### src/rtl/scan_seq_pkg.sv
// Shared types and constants for the scan test sequencer.
// Optional feature macro: SCAN_SIG_EN (adds the 32-bit response MISR).
package scan_seq_pkg;

   typedef enum logic [2:0] {
      IDLE,
      SHIFT,
      SETTLE_IN,
      CAPTURE,
      SETTLE_OUT,
      FINISH
   } seq_state_t;

`ifdef SCAN_SIG_EN
   localparam logic [31:0] MISR_POLY = 32'h04C1_1DB7;
`endif

   // Wide enough for any PAT_W; users truncate to their own width
   localparam logic [63:0] FIRST_FAIL_RST = '1;

   // Minimum counter width able to hold values 0..value-1 (at least 1 bit)
   function automatic int clog2(input int value);
      int width;
      width = 1;
      while ((1 << width) < value) width++;
      return width;
   endfunction

endpackage

### src/rtl/scan_cmp_unit.sv
// Masked 2-chain response compare, saturating mismatch counter,
// first-failing-pass capture and (with SCAN_SIG_EN) a 32-bit MISR.
module scan_cmp_unit
   import scan_seq_pkg::*;
#(
   parameter int PAT_W  = 16,
   parameter int FAIL_W = 16
)
(
   input  logic              clock,
   input  logic              reset,
   input  logic              clear,
   input  logic              beat_en,
   input  logic [1:0]        so,
   input  logic [1:0]        exp_bits,
   input  logic [1:0]        msk,
   input  logic [PAT_W-1:0]  pat_idx,
   output logic [FAIL_W-1:0] fail_cnt,
   output logic [PAT_W-1:0]  first_fail_pat,
   output logic              fail_seen
`ifdef SCAN_SIG_EN
   ,
   output logic [31:0]       sig
`endif
);

   logic [1:0]      miss;
   logic [1:0]      miss_num;
   logic [FAIL_W:0] cnt_sum;

   assign miss     = msk & (so ^ exp_bits);
   assign miss_num = {1'b0, miss[0]} + {1'b0, miss[1]};
   assign cnt_sum  = {1'b0, fail_cnt} + {{(FAIL_W - 1){1'b0}}, miss_num};

   // Accumulate mismatches on accepted beats; the carry-out saturates the count
   always_ff @(posedge clock) begin
      if (reset) begin
         fail_cnt       <= '0;
         fail_seen      <= 1'b0;
         first_fail_pat <= PAT_W'(FIRST_FAIL_RST);
      end else if (clear) begin
         fail_cnt       <= '0;
         fail_seen      <= 1'b0;
         first_fail_pat <= PAT_W'(FIRST_FAIL_RST);
      end else if (beat_en) begin
         if (cnt_sum[FAIL_W]) begin
            fail_cnt <= '1;
         end else begin
            fail_cnt <= cnt_sum[FAIL_W-1:0];
         end
         if (!fail_seen && (|miss)) begin
            fail_seen      <= 1'b1;
            first_fail_pat <= pat_idx;
         end
      end
   end

`ifdef SCAN_SIG_EN
   // Fold raw unload bits into the signature only on beats the host cares about
   always_ff @(posedge clock) begin
      if (reset) begin
         sig <= '0;
      end else if (clear) begin
         sig <= '0;
      end else if (beat_en && (|msk)) begin
         sig <= {sig[30:0], 1'b0} ^ (sig[31] ? MISR_POLY : 32'h0) ^ {30'h0, so};
      end
   end
`endif

endmodule

### src/rtl/scan_test_sequencer.sv
// Scan-test sequencer: streams patterns into two scan chains, runs
// settle / launch-capture / settle around each pattern and checks unloads.
// Optional feature macro: SCAN_SIG_EN (exposes the 32-bit MISR signature).
module scan_test_sequencer
   import scan_seq_pkg::*;
#(
   parameter int CHAIN_LEN     = 90,
   parameter int PAT_W         = 16,
   parameter int CAP_CYCLES    = 2,
   parameter int SETTLE_CYCLES = 1,
   parameter int FAIL_W        = 16
)
(
   input  logic              blif_clk_net,
   input  logic              blif_reset_net,
   input  logic              start,
   input  logic [PAT_W-1:0]  num_patterns,
   input  logic              pat_valid,
   output logic              pat_ready,
   input  logic [1:0]        pat_si,
   input  logic [1:0]        pat_exp,
   input  logic [1:0]        pat_msk,
   input  logic              test_so1,
   input  logic              test_so2,
   output logic              test_si1,
   output logic              test_si2,
   output logic              test_se,
   output logic              dut_clk_en,
   output logic              busy,
   output logic              done,
   output logic [FAIL_W-1:0] fail_cnt,
   output logic [PAT_W-1:0]  first_fail_pat,
   output logic              fail_seen
`ifdef SCAN_SIG_EN
   ,
   output logic [31:0]       sig
`endif
);

   localparam int BEAT_W  = clog2(CHAIN_LEN);
   localparam int SUB_MAX = (CAP_CYCLES > SETTLE_CYCLES) ? CAP_CYCLES : SETTLE_CYCLES;
   localparam int SUB_W   = clog2(SUB_MAX + 1);

   seq_state_t        state;
   logic [BEAT_W-1:0] beat_cnt;
   logic [SUB_W-1:0]  sub_cnt;
   logic [PAT_W-1:0]  pat_idx;
   logic [PAT_W-1:0]  pat_total;
   logic              cap_clk_en;
   logic              in_shift;
   logic              beat_ok;
   logic              run_start;

   assign in_shift   = (state == SHIFT);
   assign beat_ok    = in_shift && pat_valid;
   assign run_start  = (state == IDLE) && start;
   assign pat_ready  = in_shift;
   assign dut_clk_en = in_shift ? pat_valid : cap_clk_en;
   assign test_si1   = in_shift & pat_si[0];
   assign test_si2   = in_shift & pat_si[1];

   // Sequencer FSM; test_se, busy, done and the capture clock enable are set on
   // the transition into each state. Reset lands in IDLE, where the chains stay
   // in shift mode, so test_se comes out of reset high.
   always_ff @(posedge blif_clk_net) begin
      if (blif_reset_net) begin
         state      <= IDLE;
         beat_cnt   <= '0;
         sub_cnt    <= '0;
         pat_idx    <= '0;
         pat_total  <= '0;
         test_se    <= 1'b1;
         cap_clk_en <= 1'b0;
         busy       <= 1'b0;
         done       <= 1'b0;
      end else begin
         done <= 1'b0;
         case (state)
            IDLE: begin
               if (start) begin
                  pat_total <= num_patterns;
                  pat_idx   <= '0;
                  beat_cnt  <= '0;
                  sub_cnt   <= '0;
                  busy      <= 1'b1;
                  test_se   <= 1'b1;
                  state     <= SHIFT;
               end
            end
            SHIFT: begin
               if (pat_valid) begin
                  if (int'(beat_cnt) == CHAIN_LEN - 1) begin
                     beat_cnt <= '0;
                     sub_cnt  <= '0;
                     if (pat_idx < pat_total) begin
                        test_se <= 1'b0;
                        if (SETTLE_CYCLES == 0) begin
                           cap_clk_en <= 1'b1;
                           state      <= CAPTURE;
                        end else begin
                           state <= SETTLE_IN;
                        end
                     end else begin
                        done  <= 1'b1;
                        state <= FINISH;
                     end
                  end else begin
                     beat_cnt <= beat_cnt + BEAT_W'(1);
                  end
               end
            end
            SETTLE_IN: begin
               if (int'(sub_cnt) == SETTLE_CYCLES - 1) begin
                  sub_cnt    <= '0;
                  cap_clk_en <= 1'b1;
                  state      <= CAPTURE;
               end else begin
                  sub_cnt <= sub_cnt + SUB_W'(1);
               end
            end
            CAPTURE: begin
               if (int'(sub_cnt) == CAP_CYCLES - 1) begin
                  sub_cnt    <= '0;
                  cap_clk_en <= 1'b0;
                  test_se    <= 1'b1;
                  if (SETTLE_CYCLES == 0) begin
                     pat_idx <= pat_idx + PAT_W'(1);
                     state   <= SHIFT;
                  end else begin
                     state <= SETTLE_OUT;
                  end
               end else begin
                  sub_cnt <= sub_cnt + SUB_W'(1);
               end
            end
            SETTLE_OUT: begin
               if (int'(sub_cnt) == SETTLE_CYCLES - 1) begin
                  sub_cnt <= '0;
                  pat_idx <= pat_idx + PAT_W'(1);
                  state   <= SHIFT;
               end else begin
                  sub_cnt <= sub_cnt + SUB_W'(1);
               end
            end
            FINISH: begin
               busy  <= 1'b0;
               state <= IDLE;
            end
            default: begin
               state <= IDLE;
            end
         endcase
      end
   end

   scan_cmp_unit #(
      .PAT_W  (PAT_W),
      .FAIL_W (FAIL_W)
   ) u_cmp (
      .clock          (blif_clk_net),
      .reset          (blif_reset_net),
      .clear          (run_start),
      .beat_en        (beat_ok),
      .so             ({test_so2, test_so1}),
      .exp_bits       (pat_exp),
      .msk            (pat_msk),
      .pat_idx        (pat_idx),
      .fail_cnt       (fail_cnt),
      .first_fail_pat (first_fail_pat),
      .fail_seen      (fail_seen)
`ifdef SCAN_SIG_EN
      ,
      .sig            (sig)
`endif
   );

endmodule

### config.mk
export PLATFORM = sky130hd
export DESIGN_NAME = scan_test_sequencer
export DESIGN_NICKNAME = d
export VERILOG_FILES = /design/src/rtl/scan_seq_pkg.sv /design/src/rtl/scan_cmp_unit.sv /design/src/rtl/scan_test_sequencer.sv
export SDC_FILE = /design/constraint.sdc
export NUM_CORES = 1
export LEC_CHECK = 0
export CAP_MARGIN = 20
export CORE_MARGIN = 2
export CORE_UTILIZATION = 53
export CTS_BUF_LIST = sky130_fd_sc_hd__clkbuf_16
export DETAILED_ROUTE_END_ITERATION = 12
export GPL_ROUTABILITY_DRIVEN = 1
export PLACE_DENSITY = 0.77
export SLEW_MARGIN = 20
export SYNTH_ARGS = -nofsm -noshare
export SYNTH_HDL_FRONTEND = slang
export SYNTH_SLANG_ARGS = --single-unit
### constraint.sdc
create_clock -name blif_clk_net -period 3.23 [get_ports blif_clk_net]
set_input_delay 0.646 -clock blif_clk_net [delete_from_list [all_inputs] [get_ports blif_clk_net]]
set_output_delay 0.646 -clock blif_clk_net [all_outputs]
set_load 0.1 [all_outputs]
==> results.json, run 1 <==
{
  "clock-root-buffer": "clkbuf_16",
  "area_delta_synth_final_pct": 22.6,
  "grt_pass1_wl_um": 15400,
  "finalMaxSlewViolations": 0,
  "drv_cap": 0,
  "crit_type": "in -> reg",
  "synth_top_area_share_pct": 39.3,
  "yosys_warnings": 0,
  "clock_sinks": 81,
  "grt_remaining_overflow": 0,
  "required_ns": 3.48,
  "synth_cells": 485,
  "synthMuxAreaShare_pct": 5.16,
  "synth-main-ff-cell": "dfxtp_1",
  "drive_gt1_share_pct": 14.6,
  "path_clk_slew_ns": 0.06,
  "grt_setup_unrepaired": "false",
  "grt_max_degree": 32,
  "layout_setup_ws_ns": 0.324,
  "cts-buffers-inserted": 9,
  "fp.dieH_um": 92.2,
  "synthSimpleGateAreaFrac_pct": 25.7,
  "die-area_um2": 8510,
  "slew_headroom_pct": 54.7,
  "p_leak_nw": 1.91,
  "syn-num-nets": 536,
  "nNetsFinal": 600,
  "worst_setup_path_start_kind": "input pin",
  "synth_top_family_by_area": "simple AND/OR/NAND/NOR gates",
  "die_w_um": 92.2,
  "grt_pass1_vias": 3352,
  "synth_top_area_cell": "dfxtp_1",
  "clockBufferDepth": 2,
  "avgSynthCellArea_um2": 8.51,
  "netlist_area_um2": 4130,
  "fin_worst_skew_ns": 0.00927,
  "r2r_cells": 6,
  "num_io_pins": 68,
  "wire_per_inst_um": 13.6,
  "dp.final_hpwl_um": 6390,
  "yosysMostFrequentCell": "nand2_1",
  "setup_tns_ns": 0,
  "fmax_ghz": 0.344,
  "io_buffers": 67,
  "finalSetupViolations": 0,
  "critPathArrivalTime_ns": 3.16,
  "cts_resized": 0,
  "cp_max_fo": 10,
  "antenna_found_initial": 0,
  "drt_iter0_drc": 131,
  "min_path_cells": 2,
  "synthTopCellsByArea": "dfxtp_1 39%, nand2_1 7.7%, ha_1 6.7%, a21oi_1 5.0%, mux2i_1 4.6%",
  "holdBufCountCts": 0,
  "fin_crit_sh_pct": 90.0,
  "yosys-top-cells-count": "85 x nand2_1, 81 x dfxtp_1, 41 x a21oi_1, 41 x nor2_1, 26 x inv_1",
  "synth_edf_count": 0,
  "vias_per_cell": 5.39,
  "rows": 32,
  "routabilityCongestion": 0.815,
  "tritoncts": "yes",
  "synth_compound_area_share_pct": 12.2,
  "drt-total-wl_um": 8950,
  "dr_total_vias": 3533,
  "worstSkewPairLatency_ns": 0.33,
  "postLayoutCoreUtil_pct": 66.1,
  "period_needed_ns": 2.91,
  "hold-worst-slack_ns": 0.455,
  "pre_cts_ws_ns": 0.0380,
  "cts_setup_buffers": 0,
  "cts_max_level": 3,
  "worst_pin_slew_ns": 0.678,
  "coreArea_um2": 7650,
  "async_flop_share_pct": 0,
  "synth_xor_xnor_area_share_pct": 5.73,
  "total_power_mw": 3.59,
  "worstSetupEndpointType": "register",
  "drc": 0,
  "synth_fa_ha_area_share_pct": 7.16,
  "ys_seq_area_share_pct": 39.3,
  "synth-seq-cells": 81,
  "drtAntennaViolNets": 0,
  "fillers": 637,
  "p_per_area_nw_per_um2": 710,
  "status": "completed",
  "min_path_type": "reg -> reg",
  "firstDrtPassIters": 4,
  "final_hold_viol_count": 0,
  "synth.distinct_cells": 61,
  "ir_drop_v": 0.000872,
  "n_antenna_cell": 0,
  "grt_usage_pct": 22.3,
  "start_util_pct": 53.9
}
[through the flow]
stage | cell area (um2) | instances
6_report | 5060 | 656
2_1_floorplan | 4130 | 485
5_1_grt | 5060 | 656
3_5_place_dp | 4760 | 639
4_1_cts | 5050 | 655
3_3_place_gp | 4760 | 639
[cells in the final DEF (no fill, tap or decap), types with 2 or more instances in the layout]
cell,count
o21ai_0,9
mux2_2,2
nand3_1,14
dfxtp_1,81
nand2_1,85
a311oi_1,2
xor2_1,16
nor2b_1,4
mux2i_1,19
nand4_1,12
a21oi_1,41
nor3_1,13
buf_4,43
or2_1,2
nor2_2,4
o21ai_1,3
clkdlybuf4s50_1,27
ha_1,22
nand3_2,2
inv_1,28
nand2b_1,6
a31oi_1,5
a211oi_1,2
clkinv_2,2
nor2_1,41
a32oi_1,2
clkbuf_16,9
and3_1,7
nor4_2,2
xnor2_1,11
and4_1,4
[power breakdown]
| group | switching [mW] | internal, mW | total (mW) |
|---|---|---|---|
| clock network | 0.396 | 0.591 | 0.987 |
| registers | 0.125 | 1.11 | 1.23 |
| logic | 0.959 | 0.414 | 1.37 |
[cell families after synthesis]
family / after synthesis
flops: 81
buf+inv: 44
compound gates: 80
fa+ha+maj: 23
xor+xnor: 27
simple gates: 209
mux: 21
[registers in the layout, indices dropped and copies added (netlist names)]
name	cells
u_cmp.first_fail_pat	16
pat_total	16
busy	1
pat_idx	16
test_se	1
sub_cnt	2
u_cmp.fail_cnt	16
cap_clk_en	1
done	1
beat_cnt	7
state	3
u_cmp.fail_seen	1
[path summary, 6_finish.rpt]
| check | start | end | slack, ns |
|---|---|---|---|
| setup reg to reg | state[0]$_SDFFE_PP0P_ | u_cmp.fail_cnt[8]$_SDFFE_PP0P_ | 0.96 |
| setup / recovery | test_so1 | u_cmp.fail_cnt[13]$_SDFFE_PP0P_ | 0.32 |
| hold reg to reg | pat_total[13]$_SDFFE_PP0P_ | pat_total[13]$_SDFFE_PP0P_ | 0.46 |
| hold / removal | pat_total[13]$_SDFFE_PP0P_ | pat_total[13]$_SDFFE_PP0P_ | 0.46 |
[worst max-delay path, cell delays in order]
cell	delay (ns)
clkdlybuf4s50_1	0.47
xor2_1	0.14
nand2_1	0.15
fa_1	0.50
inv_1	0.09
ha_1	0.19
nand2_1	0.13
nor3_4	0.35
nand3_2	0.27
a21oi_1	0.21
[routing by layer]
metal / vias to the layer above / track usage (%) / routed length (um)
met4: 0 / 8.33 / 150
met2: 92 / 36.5 / 4220
met3: 13 / 4.11 / 417
met5: - / 0 / 0
li1: 1799 / - / -
met1: 1629 / 29.2 / 4160
[area by class of cell]
class / count / area [um2] / share of cell area (%)
Clock inverter: 7 / 63.8 / 1.26
Clock buffer: 9 / 225 / 4.45
Multi-Input combinational cell: 360 / 2310 / 45.6
Tap cell: 102 / 128 / 2.52
Sequential cell: 81 / 1620 / 32.1
Timing Repair Buffer: 71 / 613 / 12.1
Inverter: 26 / 97.6 / 1.93
Power figures use the tool's default switching activity.
==> run 2, diff against run 1 <==
- PLACE_DENSITY: 0.77 -> 0.9
==> results.json, run 2 (same netlist as run 1, synthesis figures left out) <==
{
  "met3_length_um": 422,
  "die-area_um2": 8510,
  "worst_setup_path_start_kind": "input pin",
  "clock-root-buffer": "clkbuf_16",
  "start_util_pct": 53.9,
  "io_buffers": 67,
  "crit_type": "in -> reg",
  "vias_per_cell": 5.58,
  "grt_usage_pct": 23.1,
  "p_per_area_nw_per_um2": 729,
  "setup_tns_ns": 0,
  "grt_pass1_vias": 3573,
  "routabilityCongestion": 0.818,
  "pwr-share-clk_pct": 29.5,
  "grt_setup_unrepaired": "false",
  "worstSkewPairLatency_ns": 0.34,
  "drt_iter0_drc": 175,
  "p_seq_share_pct": 33.2,
  "antenna_found_initial": 0,
  "rows": 32,
  "wire_per_inst_um": 14.4,
  "wl_met2_um": 4800,
  "n_antenna_cell": 0,
  "firstDrtPassIters": 5,
  "finalSetupViolations": 0,
  "coreArea_um2": 7650,
  "routed.top_layer": "met4",
  "drtAntennaViolNets": 0,
  "grt_remaining_overflow": 0,
  "grt_pass1_wl_um": 15800,
  "final_common_cell": "nand2_1",
  "tritoncts": "yes",
  "seqCellArea_um2": 1620,
  "dp.final_hpwl_um": 6780,
  "die_w_um": 92.2,
  "worstSetupEndpointType": "register",
  "fin_worst_skew_ns": 0.00541,
  "required_ns": 3.49,
  "mostFrequentLayoutCells": "85 x nand2_1, 81 x dfxtp_1, 43 x buf_4, 41 x nor2_1, 41 x a21oi_1",
  "postLayoutCoreUtil_pct": 66.5,
  "holdBufCountCts": 0,
  "drt-total-wl_um": 9410,
  "p_leak_nw": 1.93,
  "status": "completed",
  "cts_max_level": 3,
  "multiInputGateArea_um2": 2310,
  "clockBufferDepth": 2,
  "area_delta_synth_final_pct": 23.3,
  "min_path_type": "reg -> reg",
  "cp_max_fo": 10,
  "fp.dieH_um": 92.2,
  "p_int_mw": 2.20,
  "drc": 0,
  "clock_sinks": 81,
  "worst_pin_slew_ns": 1.01,
  "cts-buffers-inserted": 9,
  "cts_setup_buffers": 0,
  "fillers": 592,
  "dr_total_vias": 3658,
  "nNetsFinal": 600,
  "fmax_ghz": 0.354,
  "num_io_pins": 68,
  "slew_headroom_pct": 32.4,
  "cts_resized": 0,
  "grt_max_degree": 33,
  "fin_crit_sh_pct": 87.5,
  "ir_drop_v": 0.000605,
  "finalMaxSlewViolations": 0,
  "path_clk_slew_ns": 0.06,
  "critPathArrivalTime_ns": 3.09,
  "final_hold_viol_count": 0,
  "drive_gt1_share_pct": 14.8,
  "p_sw_share_pct": 40.8,
  "met1_length_um": 4030,
  "comb_power_share_pct": 37.3,
  "drv_cap": 0,
  "period_needed_ns": 2.83,
  "p_sw_mw": 1.51
}
## run 2: layout make-up
type	instances	area share, %
Sequential cell	81	31.9
Clock buffer	9	4.43
Timing Repair Buffer	71	12.1
Multi-Input combinational cell	360	45.4
Tap cell	102	2.51
Clock inverter	7	1.85
Inverter	26	1.92
## run 2: worst max-delay path, cell delays in order
cell and delay (ns):
clkdlybuf4s50_1 0.48, xor2_1 0.16, nand2_1 0.15, fa_1 0.46, inv_1 0.09, ha_1 0.18
nand2_1 0.11, nor3_4 0.35, nand3_2 0.26, a21oi_1 0.20
## run 2: worst paths after layout
check / start / slack [ns] / endpoint / depth (start not counted)
max: test_so2 / 0.40 / u_cmp.fail_cnt[4]$_SDFFE_PP0P_ / 10
min: pat_total[5]$_SDFFE_PP0P_ / 0.46 / pat_total[5]$_SDFFE_PP0P_ / 2
max reg2reg: state[0]$_SDFFE_PP0P_ / 0.84 / u_cmp.first_fail_pat[15]$_SDFFE_PP1P_ / 5
min reg2reg: pat_total[5]$_SDFFE_PP0P_ / 0.46 / pat_total[5]$_SDFFE_PP0P_ / 2
## run 2: power by group through the flow
stage          sequential, mW  clock [mW]  combinational, mW
2_1_floorplan            1.45           0              0.877
3_3_place_gp             1.24           0               1.33
3_5_place_dp             1.25           0               1.37
4_1_cts                  1.23        1.10               1.38
5_1_grt                  1.25        1.15               1.48
6_report                 1.23        1.09               1.38
## run 2: through the flow
stage | power (mW) | hold WS (ns) | instance area [um2] | worst slack [ns] | instances
after global placement | 2.58 | 0.444 | 4770 | 0.155 | 640
after global routing | 3.88 | 0.477 | 5090 | 0.225 | 656
final | 3.71 | 0.457 | 5090 | 0.403 | 656
after floorplan | 2.33 | 0.436 | 4130 | 0.429 | 485
after detailed placement | 2.61 | 0.449 | 4770 | 0.0401 | 640
after CTS | 3.71 | 0.457 | 5090 | 0.421 | 656
## run 2: per-layer routing
metal | vias up | global-route usage, %
met3 | 13 | 3.94
li1 | 1803 | -
met5 | - | 0
met1 | 1727 | 27.7
met4 | 0 | 9.70
met2 | 115 | 40.6
